===== src/rtl/hazard_forward_if.sv =====
// Pipeline-side bundle for the hazard/forwarding controller: stage fields in,
// PC/latch controls, forward selects and debug counters out.
interface hazard_forward_if #(
  parameter int CNT_W = 16
);
  logic [4:0]       id_rs;
  logic [4:0]       id_rt;
  logic             id_uses_rt;
  logic             ex_memread;
  logic [4:0]       ex_rs;
  logic [4:0]       ex_rt;
  logic             mem_regwrite;
  logic [4:0]       mem_rd;
  logic             wb_regwrite;
  logic [4:0]       wb_rd;
  logic             branch_taken;

  logic             pc_write;
  logic             ifid_write;
  logic             idex_bubble;
  logic             ifid_flush;
  logic             idex_flush;
  logic             exmem_flush;
  logic [1:0]       fwd_a;
  logic [1:0]       fwd_b;
  logic             state;
  logic [CNT_W-1:0] stall_count;
  logic [CNT_W-1:0] flush_count;

  modport master (
    output id_rs, id_rt, id_uses_rt, ex_memread, ex_rs, ex_rt,
           mem_regwrite, mem_rd, wb_regwrite, wb_rd, branch_taken,
    input  pc_write, ifid_write, idex_bubble, ifid_flush, idex_flush,
           exmem_flush, fwd_a, fwd_b, state, stall_count, flush_count
  );

  modport slave (
    input  id_rs, id_rt, id_uses_rt, ex_memread, ex_rs, ex_rt,
           mem_regwrite, mem_rd, wb_regwrite, wb_rd, branch_taken,
    output pc_write, ifid_write, idex_bubble, ifid_flush, idex_flush,
           exmem_flush, fwd_a, fwd_b, state, stall_count, flush_count
  );
endinterface


===== src/rtl/hazard_forward_unit.sv =====
// Load-use stall / branch flush controller with EX operand forwarding.
// Controls are combinational (zero latency); only the one-bubble FSM and counters are registered.

// One EX operand forwarding selector: EX/MEM beats MEM/WB, r0 never forwarded.
module hazard_fwd_sel (
  input  logic       reset,
  input  logic [4:0] src,
  input  logic       mem_regwrite,
  input  logic [4:0] mem_rd,
  input  logic       wb_regwrite,
  input  logic [4:0] wb_rd,
  output logic [1:0] sel
);
  always_comb begin
    sel = 2'b00;
    if (!reset) begin
      if (mem_regwrite && (mem_rd != 5'd0) && (mem_rd == src))
        sel = 2'b10;
      else if (wb_regwrite && (wb_rd != 5'd0) && (wb_rd == src))
        sel = 2'b01;
    end
  end
endmodule

module hazard_forward_unit #(
  parameter int CNT_W = 16
) (
  input logic             clk,
  input logic             reset,
  hazard_forward_if.slave hif
);
  localparam int         NUM_OPS = 2;
  localparam logic [0:0] RUN     = 1'b0;
  localparam logic [0:0] STALL   = 1'b1;

  logic [0:0]                   state_q;
  logic [CNT_W-1:0]             stall_cnt_q;
  logic [CNT_W-1:0]             flush_cnt_q;
  logic                         lu;
  logic                         stall;
  logic                         flush;
  logic [NUM_OPS-1:0][4:0]      op_src;
  logic [NUM_OPS-1:0][1:0]      op_sel;

  // Load-use: r0 as a load target never creates a dependency.
  always_comb begin
    lu = hif.ex_memread && (hif.ex_rt != 5'd0) &&
         ((hif.ex_rt == hif.id_rs) ||
          (hif.id_uses_rt && (hif.ex_rt == hif.id_rt)));
  end

  // Branch wins over the load-use; in STALL the bubble is already in flight.
  always_comb begin
    flush = !reset && hif.branch_taken;
    stall = !reset && lu && !hif.branch_taken && (state_q == RUN);
  end

  always_comb begin
    hif.pc_write    = !stall;
    hif.ifid_write  = !stall;
    hif.idex_bubble = stall;
    hif.ifid_flush  = flush;
    hif.idex_flush  = flush;
    hif.exmem_flush = flush;
  end

  always_ff @(posedge clk) begin
    if (reset) begin
      state_q <= RUN;
    end else begin
      case (state_q)
        RUN:     state_q <= stall ? STALL : RUN;
        STALL:   state_q <= RUN;
        default: state_q <= RUN;
      endcase
    end
  end

  // Saturating event counters; stall/flush are already masked by reset.
  always_ff @(posedge clk) begin
    if (reset) begin
      stall_cnt_q <= '0;
      flush_cnt_q <= '0;
    end else begin
      if (stall && (stall_cnt_q != {CNT_W{1'b1}}))
        stall_cnt_q <= stall_cnt_q + 1'b1;
      if (flush && (flush_cnt_q != {CNT_W{1'b1}}))
        flush_cnt_q <= flush_cnt_q + 1'b1;
    end
  end

  assign op_src[0] = hif.ex_rs;
  assign op_src[1] = hif.ex_rt;

  generate
    for (genvar i = 0; i < NUM_OPS; i++) begin : g_fwd
      hazard_fwd_sel u_sel (
        .reset        (reset),
        .src          (op_src[i]),
        .mem_regwrite (hif.mem_regwrite),
        .mem_rd       (hif.mem_rd),
        .wb_regwrite  (hif.wb_regwrite),
        .wb_rd        (hif.wb_rd),
        .sel          (op_sel[i])
      );
    end
  endgenerate

  assign hif.fwd_a       = op_sel[0];
  assign hif.fwd_b       = op_sel[1];
  assign hif.state       = state_q[0];
  assign hif.stall_count = stall_cnt_q;
  assign hif.flush_count = flush_cnt_q;
endmodule


===== src/flat_wrapper.sv =====
// flat-port wrapper written by rule: the top's interface ports become plain ports
module hazard_forward_unit_flat 
#(
  parameter int CNT_W = 16
)
  (clk, reset, hif_id_rs, hif_id_rt, hif_id_uses_rt, hif_ex_memread, hif_ex_rs, hif_ex_rt, hif_mem_regwrite, hif_mem_rd, hif_wb_regwrite, hif_wb_rd, hif_branch_taken, hif_pc_write, hif_ifid_write, hif_idex_bubble, hif_ifid_flush, hif_idex_flush, hif_exmem_flush, hif_fwd_a, hif_fwd_b, hif_state, hif_stall_count, hif_flush_count);
  hazard_forward_if #(.CNT_W(CNT_W)) hif_i ();
  input logic clk;
  input logic reset;
  input wire logic [$bits(hif_i.id_rs)-1:0] hif_id_rs;
  input wire logic [$bits(hif_i.id_rt)-1:0] hif_id_rt;
  input wire logic [$bits(hif_i.id_uses_rt)-1:0] hif_id_uses_rt;
  input wire logic [$bits(hif_i.ex_memread)-1:0] hif_ex_memread;
  input wire logic [$bits(hif_i.ex_rs)-1:0] hif_ex_rs;
  input wire logic [$bits(hif_i.ex_rt)-1:0] hif_ex_rt;
  input wire logic [$bits(hif_i.mem_regwrite)-1:0] hif_mem_regwrite;
  input wire logic [$bits(hif_i.mem_rd)-1:0] hif_mem_rd;
  input wire logic [$bits(hif_i.wb_regwrite)-1:0] hif_wb_regwrite;
  input wire logic [$bits(hif_i.wb_rd)-1:0] hif_wb_rd;
  input wire logic [$bits(hif_i.branch_taken)-1:0] hif_branch_taken;
  output wire logic [$bits(hif_i.pc_write)-1:0] hif_pc_write;
  output wire logic [$bits(hif_i.ifid_write)-1:0] hif_ifid_write;
  output wire logic [$bits(hif_i.idex_bubble)-1:0] hif_idex_bubble;
  output wire logic [$bits(hif_i.ifid_flush)-1:0] hif_ifid_flush;
  output wire logic [$bits(hif_i.idex_flush)-1:0] hif_idex_flush;
  output wire logic [$bits(hif_i.exmem_flush)-1:0] hif_exmem_flush;
  output wire logic [$bits(hif_i.fwd_a)-1:0] hif_fwd_a;
  output wire logic [$bits(hif_i.fwd_b)-1:0] hif_fwd_b;
  output wire logic [$bits(hif_i.state)-1:0] hif_state;
  output wire logic [$bits(hif_i.stall_count)-1:0] hif_stall_count;
  output wire logic [$bits(hif_i.flush_count)-1:0] hif_flush_count;
  assign hif_i.id_rs = hif_id_rs;
  assign hif_i.id_rt = hif_id_rt;
  assign hif_i.id_uses_rt = hif_id_uses_rt;
  assign hif_i.ex_memread = hif_ex_memread;
  assign hif_i.ex_rs = hif_ex_rs;
  assign hif_i.ex_rt = hif_ex_rt;
  assign hif_i.mem_regwrite = hif_mem_regwrite;
  assign hif_i.mem_rd = hif_mem_rd;
  assign hif_i.wb_regwrite = hif_wb_regwrite;
  assign hif_i.wb_rd = hif_wb_rd;
  assign hif_i.branch_taken = hif_branch_taken;
  assign hif_pc_write = hif_i.pc_write;
  assign hif_ifid_write = hif_i.ifid_write;
  assign hif_idex_bubble = hif_i.idex_bubble;
  assign hif_ifid_flush = hif_i.ifid_flush;
  assign hif_idex_flush = hif_i.idex_flush;
  assign hif_exmem_flush = hif_i.exmem_flush;
  assign hif_fwd_a = hif_i.fwd_a;
  assign hif_fwd_b = hif_i.fwd_b;
  assign hif_state = hif_i.state;
  assign hif_stall_count = hif_i.stall_count;
  assign hif_flush_count = hif_i.flush_count;
  hazard_forward_unit #(.CNT_W(CNT_W)) u_core (.clk(clk), .reset(reset), .hif(hif_i));
endmodule

===== config.mk =====
export PLATFORM = sky130hd
export DESIGN_NAME = hazard_forward_unit_flat
export DESIGN_NICKNAME = d
export VERILOG_FILES = /design/src/rtl/hazard_forward_if.sv /design/src/rtl/hazard_forward_unit.sv /design/src/flat_wrapper.sv
export SDC_FILE = /design/constraint.sdc
export NUM_CORES = 1
export LEC_CHECK = 0
export CORE_AREA = 2 2 70 72
export CTS_CLUSTER_DIAMETER = 30
export DETAILED_ROUTE_END_ITERATION = 16
export DIE_AREA = 0 0 72 74
export PLACE_DENSITY = 0.8
export SLEW_MARGIN = 25
export SYNTH_ARGS = -nofsm -noshare
export SYNTH_HDL_FRONTEND = slang
export SYNTH_SLANG_ARGS = --single-unit

===== constraint.sdc =====
create_clock -name clk -period 3.4 [get_ports clk]
set_input_delay 0.85 -clock clk [delete_from_list [all_inputs] [get_ports clk]]
set_output_delay 0.85 -clock clk [all_outputs]
set_load 0.02 [all_outputs]

==> out/results.tsv <==
metric	value	unit
initial antenna violation count	0	
MaxCap Viol Count	0	
Final setup viols	0	
Die ar.	0.005328	mm^2
Distinct cells, synth	42	
commonest non-fill, non-tap cell in the layout	clkdlybuf4s50_1	
Logic pwr share	19.9	%
Max Root-Sink Buffers	2	
sw frac	26.30	%
fmax	0.3024	GHz
P per Cell Area	259.3	mW/mm^2
largest net degree at the start of global routing	28	
DRT antenna net count	0	
Cell Int Power	0.6273	mW
post-route setup TNS	0	ns
status	finished clean	
Skew-Pair Late Insertion Delay	0.29	ns
n_diodes	0	
Buffers on Ports	79	
initial drt markers	135	
worst-path maximum fanout	3	
commonest cells after routing, fill and taps aside	clkdlybuf4s50_1 (61), buf_4 (36), xnor2_1 (33), dfxtp_1 (33), nor2_1 (21)	
Crit Path Class	input pin to primary output	
clock sinks	33	
post-synth net total	301	
total number of vias	2369	
Crit path required time	2.55	ns
Final Max Slew Viols	0	
crit-path leading delay family	simple AND/OR/NAND/NOR gates	
worst path arrival time	2.46	ns
CTS buffer count	5	
drt first pass iters	4	
crit path cell chain	clkdlybuf4s50_1 > xor2_1 > or4_1 > nor4_1 > buf_2	
placed cell area	0.003143	mm^2
number of global-route vias before repair	2190	
Core ar.	0.004598	mm^2
sequential-to-total area share from yosys stat	30.95	%
Clk pin slew, worst setup/hold paths	0.07	ns
GRT overflow	0	
fin nets	407	
Max stage delay cell, worst path	or4_1	
wire per inst	14.37	um
worst path buffer plus inverter count	2	
Area growth syn-to-layout	53.75	%
CP Launch Type	input pin	
HP Class	flip-flop to flip-flop	
Vias per Instance	5.600	
static leakage	1.192	nW
Max stage delay on crit path	0.52	ns
first-pass GRT wire length	9.860	mm
RSZ-0062 raised after global routing	no	
Fin. Hold Viols	0	
Worst-Margin Slew	0.5487	ns
WL final	6.079	mm
H-tree depth	2	
Clock Power Share	34.0	%
die height	74	um
Hold WS	0.5060	ns
register bit count reported by yosys	33	
die width	72	um
DRC viols	0	
Mapped Area	0.002135	mm^2
fin util	71.37	%
Seq pwr share	46.1	%
period utilization	97.27	%
Final min period	3.307	ns
Std-Cell Rows	25	
gpl congestion	0.8417	
Mean Syn Cell Area	8.147	um^2
GRT Total Usage	23.26	%
Max IR drop VDD	166.0	uV
share of layout cells above drive strength 1	16.26	%
Total Power	0.8511	mW
Mapped Cells	262	
Finished Cell Area	0.003282	mm^2
clk root buf	clkbuf_8	
Initial Util	46.42	%
post-DP HPWL	4.670	mm
max_slew headroom	63.22	%
CTS tree	yes	
Setup Skew	0.004599	ns
yosys warns	0	
net switching power	0.2239	mW
io pins	80	
crit end category	primary output	
==> path summary, 6_finish.rpt <==
| path | startpoint | end | cells past startpoint | slack, ns |
|---|---|---|---|---|
| max | hif_ex_rt[3] | hif_fwd_b[0] | 5 | 0.09 |
| min | u_core.hif.flush_count[6] | u_core.hif.flush_count[6] | 1 | 0.51 |
| max reg2reg | u_core.hif.state | u_core.hif.stall_count[14] | 10 | 1.04 |
| min reg2reg | u_core.hif.flush_count[6] | u_core.hif.flush_count[6] | 1 | 0.51 |
==> cell usage after synthesis, drive strengths merged <==
cell,n,area share (%)
dfxtp,33,31
xnor2,33,14
nor2,21,3.7
a21oi,19,4.6
nand3,16,4.0
nand2,15,3.0
or4,12,4.4
buf,10,2.8
nand4,10,2.9
xor2,10,4.1
nor4,9,2.6
o21ai,9,2.1
o31ai,7,2.5
or3,7,2.1
and3,6,1.8
clkbuf,6,1.1
nor3,6,1.6
and4,4,1.6
inv,4,0.70
nor2b,4,1.2
nor4b,3,1.5
and2,2,0.59
ha,2,1.2
mux2,2,1.1
nand2b,2,0.59
a2111oi,1,0.41
a211oi,1,0.35
a21boi,1,0.35
a311oi,1,0.41
a31oi,1,0.29
mux2i,1,0.47
nor3b,1,0.35
o22a,1,0.41
o22ai,1,0.29
or4b,1,0.47
==> layout make-up <==
| type | count | area, um^2 |
|---|---|---|
| Timing Repair Buffer | 115 | 1046 |
| Inverter | 4 | 15.01 |
| Fill cell | 391 | 1316 |
| Multi-Input combinational cell | 209 | 1410 |
| Clock inverter | 2 | 10.01 |
| Clock buffer | 6 | 72.57 |
| Tap cell | 54 | 67.56 |
| Sequential cell | 33 | 660.6 |
==> cells by family after synthesis <==
kind of cell / after synthesis / synth area share, %
multiplexers: 3 / 1.524
AO/OA/AOI/OAI: 42 / 11.72
buffers and inverters: 20 / 4.572
adder cells (fa/ha/maj): 2 / 1.172
AND/OR/NAND/NOR: 119 / 32.41
XOR/XNOR: 43 / 17.64
flip-flops: 33 / 30.95
==> stage by stage <==
step	worst slack (ns)	cells
2_1_floorplan	0.06182	262
3_3_place_gp	-0.5238	410
3_5_place_dp	-0.5174	410
4_1_cts	0.005412	423
5_1_grt	0.03321	423
6_report	0.09272	423
==> power by group through the flow <==
stage	Sequential (mW)	Combinational, mW	Clock [mW]
2_1_floorplan	0.403	0.0691	0
3_3_place_gp	0.401	0.162	0
3_5_place_dp	0.401	0.166	0
4_1_cts	0.392	0.169	0.294
5_1_grt	0.393	0.183	0.312
6_report	0.392	0.169	0.290
==> repair_timing <==
item                                    CTS  global route
pin swaps                                 3             6
hold endpoints to repair                  0             0
buffers inserted                          5             1
hold buffers                              0             0
endpoints found under the setup margin   10            12
resized for setup                        32            10
==> registers in the layout (all words and copies together) (netlist names) <==
register and cells:
u_core.hif.state 1, u_core.hif.flush_count 16, u_core.hif.stall_count 16
==> metal layers <==
metal | track usage (%) | vias up | wire length, um
li1 | - | 1171 | -
met1 | 27.31 | 1097 | 2456
met2 | 41.26 | 91 | 3040
met3 | 6.233 | 10 | 479
met4 | 7.966 | 0 | 103
met5 | 0 | - | 0
Note: power is estimated with default switching activity, not from simulation.
